**config.mk**
```make
export PLATFORM = sky130hd
export DESIGN_NAME = alu_sequencer
export DESIGN_NICKNAME = d
export VERILOG_FILES = /design/src/rtl/alu_pkg.sv /design/src/rtl/alu_op_encode.sv /design/src/rtl/alu_sequencer.sv
export SDC_FILE = /design/constraint.sdc
export NUM_CORES = 1
export LEC_CHECK = 0
export ABC_AREA = 1
export BUFFER_PORTS_ARGS = -buffer_cell sky130_fd_sc_hd__buf_2
export CORE_UTILIZATION = 50
export CTS_BUF_LIST = sky130_fd_sc_hd__clkbuf_8
export CTS_CLUSTER_SIZE = 14
export DETAILED_ROUTE_END_ITERATION = 12
export GPL_ROUTABILITY_DRIVEN = 0
export PLACE_DENSITY = 0.82
export SKIP_CTS_REPAIR_TIMING = 1
export SLEW_MARGIN = 40
export SYNTH_ARGS = -nofsm -noshare
export SYNTH_HDL_FRONTEND = slang
export SYNTH_SLANG_ARGS = --single-unit
```
**constraint.sdc**
```tcl
create_clock -name clk -period 2.35 [get_ports clk]
set_input_delay 0.1175 -clock clk [delete_from_list [all_inputs] [get_ports clk]]
set_output_delay 0.1175 -clock clk [all_outputs]
set_load 0.005 [all_outputs]
```
**src/rtl/alu_pkg.sv**
```systemverilog
// Shared constants for the ALU sequencer: ALUOp codes, request classes, FSM states.
// Latency: n/a (constants only).
// Backpressure: n/a.
package alu_pkg;

  // ALUOp codes understood by the logic_unit; 4'hF is reserved and never driven.
  localparam logic [3:0] OP_NOP     = 4'h0;
  localparam logic [3:0] OP_ADD     = 4'h1;
  localparam logic [3:0] OP_SUB     = 4'h2;
  localparam logic [3:0] OP_AND     = 4'h3;
  localparam logic [3:0] OP_OR      = 4'h4;
  localparam logic [3:0] OP_XOR     = 4'h5;
  localparam logic [3:0] OP_SLT     = 4'h6;
  localparam logic [3:0] OP_SH_LOAD = 4'h7;
  localparam logic [3:0] OP_SLL     = 4'h8;
  localparam logic [3:0] OP_SRL     = 4'h9;
  localparam logic [3:0] OP_SRA     = 4'hA;
  localparam logic [3:0] OP_BEQ     = 4'hB;
  localparam logic [3:0] OP_BNE     = 4'hC;
  localparam logic [3:0] OP_BGT     = 4'hD;
  localparam logic [3:0] OP_BLE     = 4'hE;

  // Request classes; 5..7 are not supported.
  localparam logic [2:0] CLS_ARITH  = 3'd0;
  localparam logic [2:0] CLS_LOGIC  = 3'd1;
  localparam logic [2:0] CLS_SHIFT  = 3'd2;
  localparam logic [2:0] CLS_SLT    = 3'd3;
  localparam logic [2:0] CLS_BRANCH = 3'd4;

  // Sequencer FSM states.
  localparam logic [2:0] ST_IDLE  = 3'd0;
  localparam logic [2:0] ST_ISSUE = 3'd1;
  localparam logic [2:0] ST_SH_LD = 3'd2;
  localparam logic [2:0] ST_SH_EX = 3'd3;
  localparam logic [2:0] ST_CMP   = 3'd4;
  localparam logic [2:0] ST_FIN   = 3'd5;

endpackage

```
**src/rtl/alu_op_encode.sv**
```systemverilog
// Maps a request class + funct to its ALUOp code and flags unsupported combinations.
// Latency: combinational.
// Backpressure: none.
// Ports: op_class/funct in; op_code (operation code, shift/branch code for those
//        classes) and illegal out.
module alu_op_encode
  import alu_pkg::*;
(
  input  logic [2:0] op_class,
  input  logic [1:0] funct,
  output logic [3:0] op_code,
  output logic       illegal
);

  always_comb begin
    op_code = OP_NOP;
    illegal = 1'b0;
    case (op_class)
      CLS_ARITH: begin
        case (funct)
          2'd0:    op_code = OP_ADD;
          2'd1:    op_code = OP_SUB;
          default: illegal = 1'b1;
        endcase
      end
      CLS_LOGIC: begin
        case (funct)
          2'd0:    op_code = OP_AND;
          2'd1:    op_code = OP_OR;
          2'd2:    op_code = OP_XOR;
          default: illegal = 1'b1;
        endcase
      end
      CLS_SHIFT: begin
        case (funct)
          2'd0:    op_code = OP_SLL;
          2'd1:    op_code = OP_SRL;
          2'd2:    op_code = OP_SRA;
          default: illegal = 1'b1;
        endcase
      end
      CLS_SLT: op_code = OP_SLT;
      CLS_BRANCH: begin
        case (funct)
          2'd0:    op_code = OP_BEQ;
          2'd1:    op_code = OP_BNE;
          2'd2:    op_code = OP_BGT;
          default: op_code = OP_BLE;
        endcase
      end
      default: illegal = 1'b1;
    endcase
  end

endmodule

```
**src/rtl/alu_sequencer.sv**
```systemverilog
// Drives the logic_unit ALUOp sequence for one decoded request and returns result/verdicts.
// Latency start->done: ALU/SLT 2, SHIFT 3, BRANCH 2..UC_WAIT+1, illegal 1.
// Backpressure: start is only sampled in IDLE; starts while busy or in FIN are dropped.
// Ports: clk/reset; request start/op_class/funct/ovf_en; logic_unit ALUOp out and
//        ALUOut/OVERFLOW/ZERO/Update_UC in; status busy/done; captured result,
//        zero_flag, branch_taken, ovf_exc, illegal_op (all valid with done).
module alu_sequencer
  import alu_pkg::*;
#(
  parameter int DATA_W  = 32,
  parameter int OP_W    = 4,
  parameter int UC_WAIT = 2
) (
  input  logic              clk,
  input  logic              reset,
  input  logic              start,
  input  logic [2:0]        op_class,
  input  logic [1:0]        funct,
  input  logic              ovf_en,
  output logic [OP_W-1:0]   ALUOp,
  input  logic [DATA_W-1:0] ALUOut,
  input  logic              OVERFLOW,
  input  logic              ZERO,
  input  logic              Update_UC,
  output logic              busy,
  output logic              done,
  output logic [DATA_W-1:0] result,
  output logic              zero_flag,
  output logic              branch_taken,
  output logic              ovf_exc,
  output logic              illegal_op
);

  localparam int CNT_W = (UC_WAIT > 1) ? $clog2(UC_WAIT) : 1;

  logic [2:0]       state_q;
  logic [2:0]       cls_q;
  logic [1:0]       funct_q;
  logic             ovf_en_q;
  logic [CNT_W-1:0] cnt_q;

  logic [2:0] enc_class;
  logic [1:0] enc_funct;
  logic [3:0] enc_op;
  logic       enc_illegal;
  logic [3:0] op_drv;

  // In IDLE the encoder looks at the live request so legality is known at accept
  // time; afterwards it decodes the latched request.
  assign enc_class = (state_q == ST_IDLE) ? op_class : cls_q;
  assign enc_funct = (state_q == ST_IDLE) ? funct    : funct_q;

  alu_op_encode u_enc (
    .op_class (enc_class),
    .funct    (enc_funct),
    .op_code  (enc_op),
    .illegal  (enc_illegal)
  );

  always_comb begin
    op_drv = OP_NOP;
    case (state_q)
      ST_ISSUE, ST_SH_EX, ST_CMP: op_drv = enc_op;
      ST_SH_LD:                   op_drv = OP_SH_LOAD;
      default:                    op_drv = OP_NOP;
    endcase
  end

  assign ALUOp = OP_W'(op_drv);
  assign done  = (state_q == ST_FIN);
  assign busy  = (state_q != ST_IDLE) && (state_q != ST_FIN);

  always_ff @(posedge clk) begin
    if (reset) begin
      state_q      <= ST_IDLE;
      cls_q        <= CLS_ARITH;
      funct_q      <= 2'd0;
      ovf_en_q     <= 1'b0;
      cnt_q        <= '0;
      result       <= '0;
      zero_flag    <= 1'b0;
      branch_taken <= 1'b0;
      ovf_exc      <= 1'b0;
      illegal_op   <= 1'b0;
    end else begin
      case (state_q)
        ST_IDLE: begin
          if (start) begin
            cls_q    <= op_class;
            funct_q  <= funct;
            ovf_en_q <= ovf_en;
            cnt_q    <= '0;
            if (enc_illegal) begin
              // Nothing is issued to the logic_unit; report straight away.
              illegal_op   <= 1'b1;
              branch_taken <= 1'b0;
              ovf_exc      <= 1'b0;
              state_q      <= ST_FIN;
            end else begin
              illegal_op <= 1'b0;
              case (op_class)
                CLS_SHIFT:  state_q <= ST_SH_LD;
                CLS_BRANCH: state_q <= ST_CMP;
                default:    state_q <= ST_ISSUE;
              endcase
            end
          end
        end
        ST_ISSUE: begin
          result       <= ALUOut;
          zero_flag    <= ZERO;
          ovf_exc      <= OVERFLOW & ovf_en_q & (cls_q == CLS_ARITH);
          branch_taken <= 1'b0;
          state_q      <= ST_FIN;
        end
        ST_SH_LD: state_q <= ST_SH_EX;
        ST_SH_EX: begin
          result       <= ALUOut;
          zero_flag    <= ZERO;
          ovf_exc      <= 1'b0;
          branch_taken <= 1'b0;
          state_q      <= ST_FIN;
        end
        ST_CMP: begin
          // Taken as soon as Update_UC is seen; not taken once the wait budget runs out.
          if (Update_UC || (cnt_q == CNT_W'(UC_WAIT - 1))) begin
            result       <= ALUOut;
            zero_flag    <= ZERO;
            ovf_exc      <= 1'b0;
            branch_taken <= Update_UC;
            state_q      <= ST_FIN;
          end else begin
            cnt_q <= cnt_q + CNT_W'(1);
          end
        end
        ST_FIN:  state_q <= ST_IDLE;
        default: state_q <= ST_IDLE;
      endcase
    end
  end

endmodule
```
==> metrics.md, run 1 <==
| Metric | Value |
|---|---|
| Per-instance average area after synthesis | `7.198 um^2` |
| Number of H-tree levels | `2` |
| Count of nets after finishing | `roughly 430` |
| Normalized max-slew margin | `0.5766` |
| Slowest cell on the critical path | `dfxtp_1` |
| Maximum number of pins on one net before global-route repair | `35` |
| Total power divided by cell area | `1395 nW/um^2` |
| Final wirelength | `5.298 mm` |
| Number of nets produced by synthesis | `345` |
| Total vias in the final route | `2249` |
| RSZ-0062 raised after global routing | `false` |
| Number of buffers between clock root and the deepest sink | `2` |
| Antenna violations before repair | `0` |
| Max-cap viol count | `0` |
| Worst Setup Path Type | `reg2out` |
| Std cell rows | `23` |
| Post-synthesis register bit count | `46` |
| Wire length of the first global-routing pass | `between 8 and 9 mm` |
| Leakage power total | `~1.4 nW` |
| Die boundary height | `between 60 and 70 um` |
| Die outline width | `67.61 um` |
| Crit path required time | `2230 ps` |
| Largest voltage drop on the vdd net | `0.0006783 V` |
| Clock Sink Count | `46` |
| Number of buffers and inverters on the critical path | `2` |
| Total grt overflow | `0` |
| Post-route DRC violation count | `0` |
| Cell class contributing the biggest share of worst-path delay | `simple AND/OR/NAND/NOR gates` |
| Growth of design area from synthesis to finish | `29.07%` |
| Crit-path max FO | `12` |
| Portion of the clock cycle consumed by the worst path in the final layout | `0.9503` |
| Clock latency at the later pin of the worst-skew pair | `300 ps` |
| Main flop type after synthesis | `dfxtp_1` |
| Crit path launch type | `flop` |
| Iter 0 DRT Violations | `137` |
| Tightest Hold Check Type | `in2reg` |
| Antenna violation net count after detailed routing | `0` |
| Slew at the pin with the worst max-slew slack | `between 600 and 700 ps` |
| Final hold vios | `0` |
| Number of enable flip-flop cells after synthesis | `0` |
| Post-route clock skew | `between 6 and 7 ps` |
| Pre-antenna DRT Iters | `4` |
| Status | `finished clean` |
| Diode insertion count for antenna repair | `0` |
| CTS tree | `yes` |
| IO buf count | `85` |
| Average wire per standard cell | `between 10 and 15 um` |
| Detail Placement HPWL | `3.783 mm` |
| Yosys Warn Count | `0` |
| Fraction of layout instances using a drive strength above 1 | `0.3194` |
| I/O pin count | `86` |
| Sequential fraction of the synthesis area | `0.4279` |
| Vias in the first global route | `slightly below 2000` |
| Final Instance Count excl. Fillers | `roughly 430` |
| Detail-routed via count per cell | `5.206` |
| Final slew viol count | `0` |
| Arrival @ worst endpoint | `2120 ps` |
| Cells after synthesis | `between 200 and 300` |
| Starting density of the core | `0.5304` |
| Count of fill cells added during filler insertion | `339` |
| Number of buffers added by the clock tree synthesis step | `5` |
| Cell area after synthesis | `2152 um^2` |
| Total routing resource utilization after global routing | `0.2396` |
| CP max stage delay | `~370 ps` |
| Cell variety after synth | `27` |
| Kind of capture point of the worst setup path | `output port` |
| Final count of negative-setup-slack endpoints | `0` |
| Max Clock Freq | `about 0.45 GHz` |
| Root Buffer | `clkbuf_8` |
| Standard cell core area | `between 4000 and 5000 um^2` |
| Clock-pin slew on the worst setup and hold paths | `90 ps` |
| Period minus WS final | `2233 ps` |
| Setup TNS | `0 ps` |
| DIE AREA | `approximately 4600 um^2` |
| Cell breakdown of the critical path | `nor2_4, nand2_8, o21ai_4, inv_2, ha_1, nor2_1, nor2_1, a31oi_1, o211ai_1, nand2_1, nand2_1, buf_2` |
| Async S/R FF share, synth | `0` |
| Instance count after placement with tap cells included | `423` |
-- cell usage after synthesis (2+ instances only) --
library cell  instances  area, um^2
nand2_1              29       108.9
nand2_4               4       45.04
dfxtp_1              46       920.9
o21ai_0              44       220.2
nor3_1               35       175.2
nand3_1               9       45.04
ha_1                  2       25.02
nand3_2               4       40.04
nor2_4                3       33.78
nor2_1               53       198.9
o21ai_2               2       17.52
clkbuf_1             12       45.04
inv_1                22       82.58
nand4_1               3       18.77
inv_2                 2       7.510
nand2_2               4       25.02
a21oi_1              13       65.06
nor2_2                3       18.77
-- cell families after synthesis --
group	after synthesis	synth area share
AO/OA/AOI/OAI	64	0.1558
adder cells (fa/ha/maj)	2	0.01163
flip-flops	46	0.4279
buffers and inverters	39	0.07209
AND/OR/NAND/NOR	148	0.3326
-- metal layers --
layer  vias to the layer above  global-route usage  wire length [um]  part of all wire
met3                        10             0.06926               350             0.066
met4                         0             0.09574                74             0.014
met2                        79              0.4158              2627              0.50
li1                       1155                   -                 -                 -
met1                      1005              0.2725              2246              0.42
met5                         -                   0                 0                 0
-- where the power goes --
part           switching, W  total [W]  internal, W
clock              0.000272   0.000698     0.000426
combinational       0.00120    0.00197     0.000773
sequential         0.000141    0.00121      0.00107
-- final cells by class --
| cell class | count | area (um^2) | share of cell area |
|---|---|---|---|
| Tap cell | 50 | 62.56 | 0.02252 |
| Clock inverter | 3 | 68.82 | 0.02477 |
| Multi-Input combinational cell | 214 | 1102 | 0.3968 |
| Inverter | 24 | 90.09 | 0.03243 |
| Sequential cell | 46 | 922.1 | 0.3320 |
| Timing Repair Buffer | 90 | 462.9 | 0.1667 |
| Clock buffer | 5 | 68.82 | 0.02477 |
-- registers in the layout (all words and copies together) (netlist names) --
| signal | flops |
|---|---|
| branch_taken | 1 |
| ovf_en_q | 1 |
| zero_flag | 1 |
| cls_q | 3 |
| funct_q | 2 |
| ovf_exc | 1 |
| result | 32 |
| cnt_q | 1 |
| state_q | 3 |
| illegal_op | 1 |
-- worst paths after layout --
path	cells after the start	slack [ps]	endpoint	start
hold / removal	2	60	state_q[2]	reset
setup reg to reg	12	580	ovf_exc	state_q[1]
setup / recovery	12	120	ALUOp[1]	state_q[1]
hold reg to reg	2	470	funct_q[0]	funct_q[0]
-- through the flow --
step	cell area, um^2	hold slack, ps	util	power [W]	setup WS, ps
after CTS	2745	58.52	0.6765	0.003829	82.72
final	2778	63.62	0.6846	0.003875	116.7
after global routing	2778	65.83	0.6846	0.004212	20.64
after global placement	2608	365.3	0.6426	0.003075	506.9
after floorplan	2152	186.6	-	0.002575	626.3
after detailed placement	2608	373.3	0.6426	0.003123	419.8
-- cells in the final DEF, fill, tap and decap left out --
master / instances
o211ai_1: 1
o21a_1: 1
inv_2: 2
clkbuf_8: 5
nand2_8: 1
ha_1: 2
nor2_2: 4
nor2_1: 52
nand3_2: 4
o21ai_1: 1
a31oi_1: 1
nor4_1: 1
nand2_2: 4
dfxtp_1: 45
o22ai_1: 1
o21ai_4: 2
buf_2: 85
nand4_1: 3
nor3_1: 35
dfxtp_2: 1
nor2_4: 3
bufinv_16: 2
buf_4: 5
a21oi_1: 13
nand3_1: 9
o21ai_0: 44
nand2_4: 3
nand2_1: 29
inv_1: 22
clkinv_4: 1
(Power assumes the default switching activity.)
==> run 2: changes to the inputs <==
REMOVE_ABC_BUFFERS = 1   (was default)
==> metrics.md, run 2 (synthesized netlist as in run 1, its figures left out) <==
| Metric | Value |
|---|---|
| Worst hold slack | `44.21 ps` |
| Die boundary height | `67.61 um` |
| Die outline width | `67.61 um` |
| Fraction of layout instances using a drive strength above 1 | `0.3203` |
| Largest voltage drop on the vdd net | `0.0007419 V` |
| Total grt overflow | `0` |
| Detail-routed via count per cell | `5.228` |
| Total routing resource utilization after global routing | `0.2562` |
| Iter 0 DRT Violations | `117` |
| Antenna violation net count after detailed routing | `0` |
| IO buf count | `85` |
| Pre-antenna DRT Iters | `4` |
| Clock Sink Count | `46` |
| Status | `finished clean` |
| Growth of design area from synthesis to finish | `27.38%` |
| Count of fill cells added during filler insertion | `340` |
| Setup TNS | `0 ps` |
| Number of H-tree levels | `2` |
| Register with the highest flop count | `result` |
| Register share of total power | `0.330` |
| Period minus WS final | `2205 ps` |
| Standard cell core area | `4058 um^2` |
| Count of nets after finishing | `429` |
| Max reg flops | `32` |
| Crit-path max FO | `12` |
| Antenna violations before repair | `0` |
| Final Worst Setup Slack | `~140 ps` |
| I/O pin count | `86` |
| CP max stage delay | `350 ps` |
| Wire length of the first global-routing pass | `8.838 mm` |
| Max Clock Freq | `0.4535 GHz` |
| Sw Ratio | `0.4385` |
| Leakage power total | `1.352 nW` |
| Crit path required time | `2230 ps` |
| Cell class contributing the biggest share of worst-path delay | `simple AND/OR/NAND/NOR gates` |
| Max-cap viol count | `0` |
| Post-route clock skew | `between 8 and 9 ps` |
| Registers with the most flip-flops | `result x32, cls_q x3, state_q x3` |
| Total power divided by cell area | `1342 nW/um^2` |
| Number of buffers added by the clock tree synthesis step | `5` |
| Core utilization of the finished layout | `0.6756` |
| Normalized max-slew margin | `0.7211` |
| DIE AREA | `4570 um^2` |
| Worst Setup Path Type | `reg2out` |
| Combinational power share | `0.543` |
| Root Buffer | `clkbuf_8` |
| Commonest non-fill, non-tap cells in the layout | `buf_2 (85), nor2_1 (52), dfxtp_1 (45), o21ai_0 (44), nor3_1 (35)` |
| Final wirelength | `5.397 mm` |
| Post-route DRC violation count | `0` |
| Final count of negative-setup-slack endpoints | `0` |
| Switching Power | `0.001613 W` |
| Final hold vios | `0` |
| Slowest cell on the critical path | `dfxtp_1` |
| Clock latency at the later pin of the worst-skew pair | `around 300 ps` |
| Instance count after placement with tap cells included | `424` |
| Vias in the first global route | `2050` |
| Detail Placement HPWL | `3.902 mm` |
| Clock-pin slew on the worst setup and hold paths | `around 80 ps` |
| Cell breakdown of the critical path | `nor2_4, nand2_8, o21ai_4, inv_2, ha_1, nor2_1, nor2_1, a31oi_1, o211ai_1, nand2_1, nand2_1, buf_2` |
| Std cell rows | `23` |
| Final Instance Count excl. Fillers | `434` |
| Number of buffers and inverters on the critical path | `2` |
| Crit path launch type | `flop` |
| Portion of the clock cycle consumed by the worst path in the final layout | `0.9384` |
| Slew at the pin with the worst max-slew slack | `417.4 ps` |
| Total vias in the final route | `2269` |
| Design internal power | `a little over 0.002 W` |
| Number of buffers between clock root and the deepest sink | `2` |
| Fraction of power consumed by the clock network | `0.127` |
| CTS tree | `yes` |
| Average wire per standard cell | `12.44 um` |
| Final slew viol count | `0` |
| Kind of capture point of the worst setup path | `output port` |
| Tightest Hold Check Type | `in2reg` |
| Maximum number of pins on one net before global-route repair | `42` |
| Arrival @ worst endpoint | `about 2100 ps` |
| Most frequent standard cell in the layout excluding fill and tap cells | `buf_2` |
| Starting density of the core | `0.5304` |
| Diode insertion count for antenna repair | `0` |
| Pre-CTS WS | `between 400 and 500 ps` |
run 2: cell types whose count changed in the layout (fill, tap and decap cells not counted), sizes merged:
| cell | previous run | this run |
|---|---|---|
| clkinv | 1 | 2 |
| inv | 24 | 25 |
| bufinv | 2 | 0 |
| buf | 90 | 92 |
run 2: worst paths after layout:
check                   from         end  slack, ps  cells after the start
setup / recovery  state_q[1]    ALUOp[1]        140                     12
setup reg to reg  state_q[1]     ovf_exc        590                     12
hold / removal         reset  state_q[2]         40                      2
hold reg to reg        cnt_q       cnt_q        470                      2
run 2: power by group through the flow:
stage / clock, W / sequential (W) / combinational (W)
floorplan: 0 / 0.00125 / 0.00127
global placement: 0 / 0.00121 / 0.00188
detailed placement: 0 / 0.00122 / 0.00193
CTS: 0.000476 / 0.00121 / 0.00194
global route: 0.000508 / 0.00125 / 0.00227
finish: 0.000468 / 0.00121 / 0.00200
run 2: area by class of cell:
class                      instances  area [um^2]  area share
timing repair buffer              92        478.0      0.1743
sequential                        46        922.1      0.3364
multi-input combinational        214         1102      0.4021
clock inverter                     3        17.52    0.006390
clock buffer                       5        68.82     0.02510
tap                               50        62.56     0.02282
inverter                          24        90.09     0.03286
run 2: metrics by stage:
step	total power [W]	area, um^2
floorplan	0.002514	2087
global placement	0.003093	2615
detailed placement	0.003156	2615
CTS	0.003629	2701
global route	0.004024	2741
finish	0.003678	2741
run 2: routing by layer:
metal	track usage	part of all wire	vias to the layer above
li1	-	-	1160
met4	0.07181	0.016	0
met3	0.08953	0.073	7
met2	0.4554	0.48	70
met1	0.2845	0.43	1032
met5	0	0	-
==> run 3: changes to the inputs <==
CORE_MARGIN = 4   (was default)
==> metrics.md, run 3 (synthesized netlist as in run 1, its figures left out) <==
| Metric | Value |
|---|---|
| Tightest Hold Check Type | `in2reg` |
| Instance count after placement with tap cells included | `423` |
| Maximum number of pins on one net before global-route repair | `42` |
| Antenna violation net count after detailed routing | `0` |
| I/O pin count | `86` |
| Max reg flops | `32` |
| Cell class contributing the biggest share of worst-path delay | `simple AND/OR/NAND/NOR gates` |
| Cell breakdown of the critical path | `nor2_4, nand2_8, o21ai_4, inv_2, ha_1, nor2_1, nor2_1, a31oi_1, o211ai_1, nand2_1, nand2_1, buf_2` |
| Most frequent standard cell in the layout excluding fill and tap cells | `buf_2` |
| Cell area after layout | `2774 um^2` |
| Vias in the first global route | `2133` |
| Global Route met2 Usage | `0.3465` |
| Antenna violations before repair | `0` |
| Crit path required time | `2230 ps` |
| Grt peak-use layer | `met2` |
| Core utilization of the finished layout | `0.6788` |
| Portion of the clock cycle consumed by the worst path in the final layout | `0.9302` |
| Total grt overflow | `0` |
| IO buf count | `85` |
| Arrival @ worst endpoint | `2070 ps` |
| Final count of negative-setup-slack endpoints | `0` |
| DIE AREA | `between 5000 and 6000 um^2` |
| Critical hold path startpoint | `reset` |
| Number of buffers and inverters on the critical path | `2` |
| Wire length of the first global-routing pass | `between 9 and 10 mm` |
| Number of cells on the worst hold path | `2` |
| Post-route clock skew | `5.411 ps` |
| Standard cell core area | `4086 um^2` |
| Root Buffer | `clkbuf_8` |
| Register-to-register path setup slack | `590 ps` |
| Detail-routed via count per cell | `5.176` |
| Final wirelength | `about 5.8 mm` |
| Post-route DRC violation count | `0` |
| Std cell rows | `23` |
| Diode insertion count for antenna repair | `0` |
| Average wire per standard cell | `13.26 um` |
| Growth of design area from synthesis to finish | `28.90%` |
| Detail Placement HPWL | `around 4 mm` |
| Die boundary height | `73.61 um` |
| M3 GR Usage | `0.07524` |
| CP max stage delay | `approximately 340 ps` |
| Die outline width | `between 70 and 80 um` |
| Number of H-tree levels | `2` |
| Kind of capture point of the worst setup path | `output port` |
| Final hold vios | `0` |
| Clock-pin slew on the worst setup and hold paths | `80 ps` |
| Leakage power total | `1.364 nW` |
| Register with the highest flop count | `result` |
| CTS tree | `yes` |
| Final Instance Count excl. Fillers | `437` |
| Normalized max-slew margin | `0.7229` |
| Worst Hold Path EP | `funct_q[0]` |
| WP depth | `12` |
| Number of buffers added by the clock tree synthesis step | `5` |
| Crit path launch type | `flop` |
| Clock Sink Count | `46` |
| Number of buffers between clock root and the deepest sink | `2` |
| Iter 0 DRT Violations | `slightly below 100` |
| Largest voltage drop on the vdd net | `~0.00067 V` |
| Starting density of the core | `0.5266` |
| Reg2reg start | `state_q[1]` |
| Placement Cell Area | `2608 um^2` |
| Count of nets after finishing | `432` |
| Clock latency at the later pin of the worst-skew pair | `300 ps` |
| Final slew viol count | `0` |
| Final Worst Setup Slack | `between 150 and 200 ps` |
| Crit-path max FO | `9` |
| Pre-antenna DRT Iters | `4` |
| Fraction of layout instances using a drive strength above 1 | `0.3307` |
| Status | `finished clean` |
| Length in cells of the worst reg-to-reg path | `13` |
| Total vias in the final route | `2262` |
| GR met1 Demand/Resource | `0.2593` |
| Registers with the most flip-flops | `result x32, cls_q x3, state_q x3` |
| Max Clock Freq | `0.4575 GHz` |
| Period minus WS final | `2186 ps` |
| Slowest cell on the critical path | `dfxtp_2` |
| Total power divided by cell area | `between 1000 and 1500 nW/um^2` |
| Commonest non-fill, non-tap cells in the layout | `buf_2 (85), nor2_1 (52), o21ai_0 (44), dfxtp_1 (44), nor3_1 (35)` |
| Slew at the pin with the worst max-slew slack | `414.1 ps` |
| Max-cap viol count | `0` |
| Worst Setup Path Type | `reg2out` |
| Pre-CTS WS | `422.3 ps` |
| Reg-to-Reg End | `ovf_exc` |
| Total routing resource utilization after global routing | `0.2163` |
==> run 3: worst max-delay path by stage <==
stage                from         to  slack, ps
3_5_place_dp   state_q[0]   ALUOp[1]        420
4_1_cts        state_q[0]   ALUOp[1]         80
6_report       state_q[1]   ALUOp[1]        160
2_1_floorplan  state_q[0]  result[0]       -360
3_3_place_gp   state_q[0]   ALUOp[1]        510
5_1_grt        state_q[1]   ALUOp[1]        -20
==> run 3: worst reg2reg max path, stage by stage (launching register included) <==
cell and delay [ps]:
dfxtp_2 340, nor2_4 210, nand2_8 110, buf_4 150
nand2_2 50, nand2_2 80, nor2_4 150, nor2_2 60
nor2_4 150, nand3_2 110, nand2_1 100, nand2_1 50
nand2_1 50, nor2_1 40
==> run 3: report_power, final <==
group	switching (W)	total [W]	internal, W
Sequential	0.000148	0.00122	0.00107
Clock	0.000261	0.000497	0.000236
Combinational	0.00122	0.00206	0.000836
Total	0.00163	0.00377	0.00214
==> run 3: stage by stage <==
stage | total power, W | setup TNS [ps] | hold WS [ps]
after floorplan | 0.002514 | -11730 | 186.6
after global placement | 0.003099 | 0 | 357.0
after detailed placement | 0.003153 | 0 | 364.9
after CTS | 0.003658 | 0 | 42.23
after global routing | 0.004119 | -21.14 | 54.26
final | 0.003772 | 0 | 58.21
==> run 3: final cells by class <==
| class | instances | area, um^2 |
|---|---|---|
| multi-input cells | 214 | 1102 |
| well taps | 50 | 62.56 |
| clock buffers | 6 | 82.58 |
| clock inverters | 2 | 12.51 |
| fillers | 348 | 1313 |
| inverters | 24 | 90.09 |
| repair buffers | 95 | 500.5 |
| flip-flops and latches | 46 | 923.4 |
==> run 3: routing by layer <==
layer | vias to the layer above | wire [um]
li1 | 1164 | -
met1 | 1011 | 2414
met2 | 79 | 2809
met3 | 8 | 504
met4 | 0 | 65
met5 | - | 0
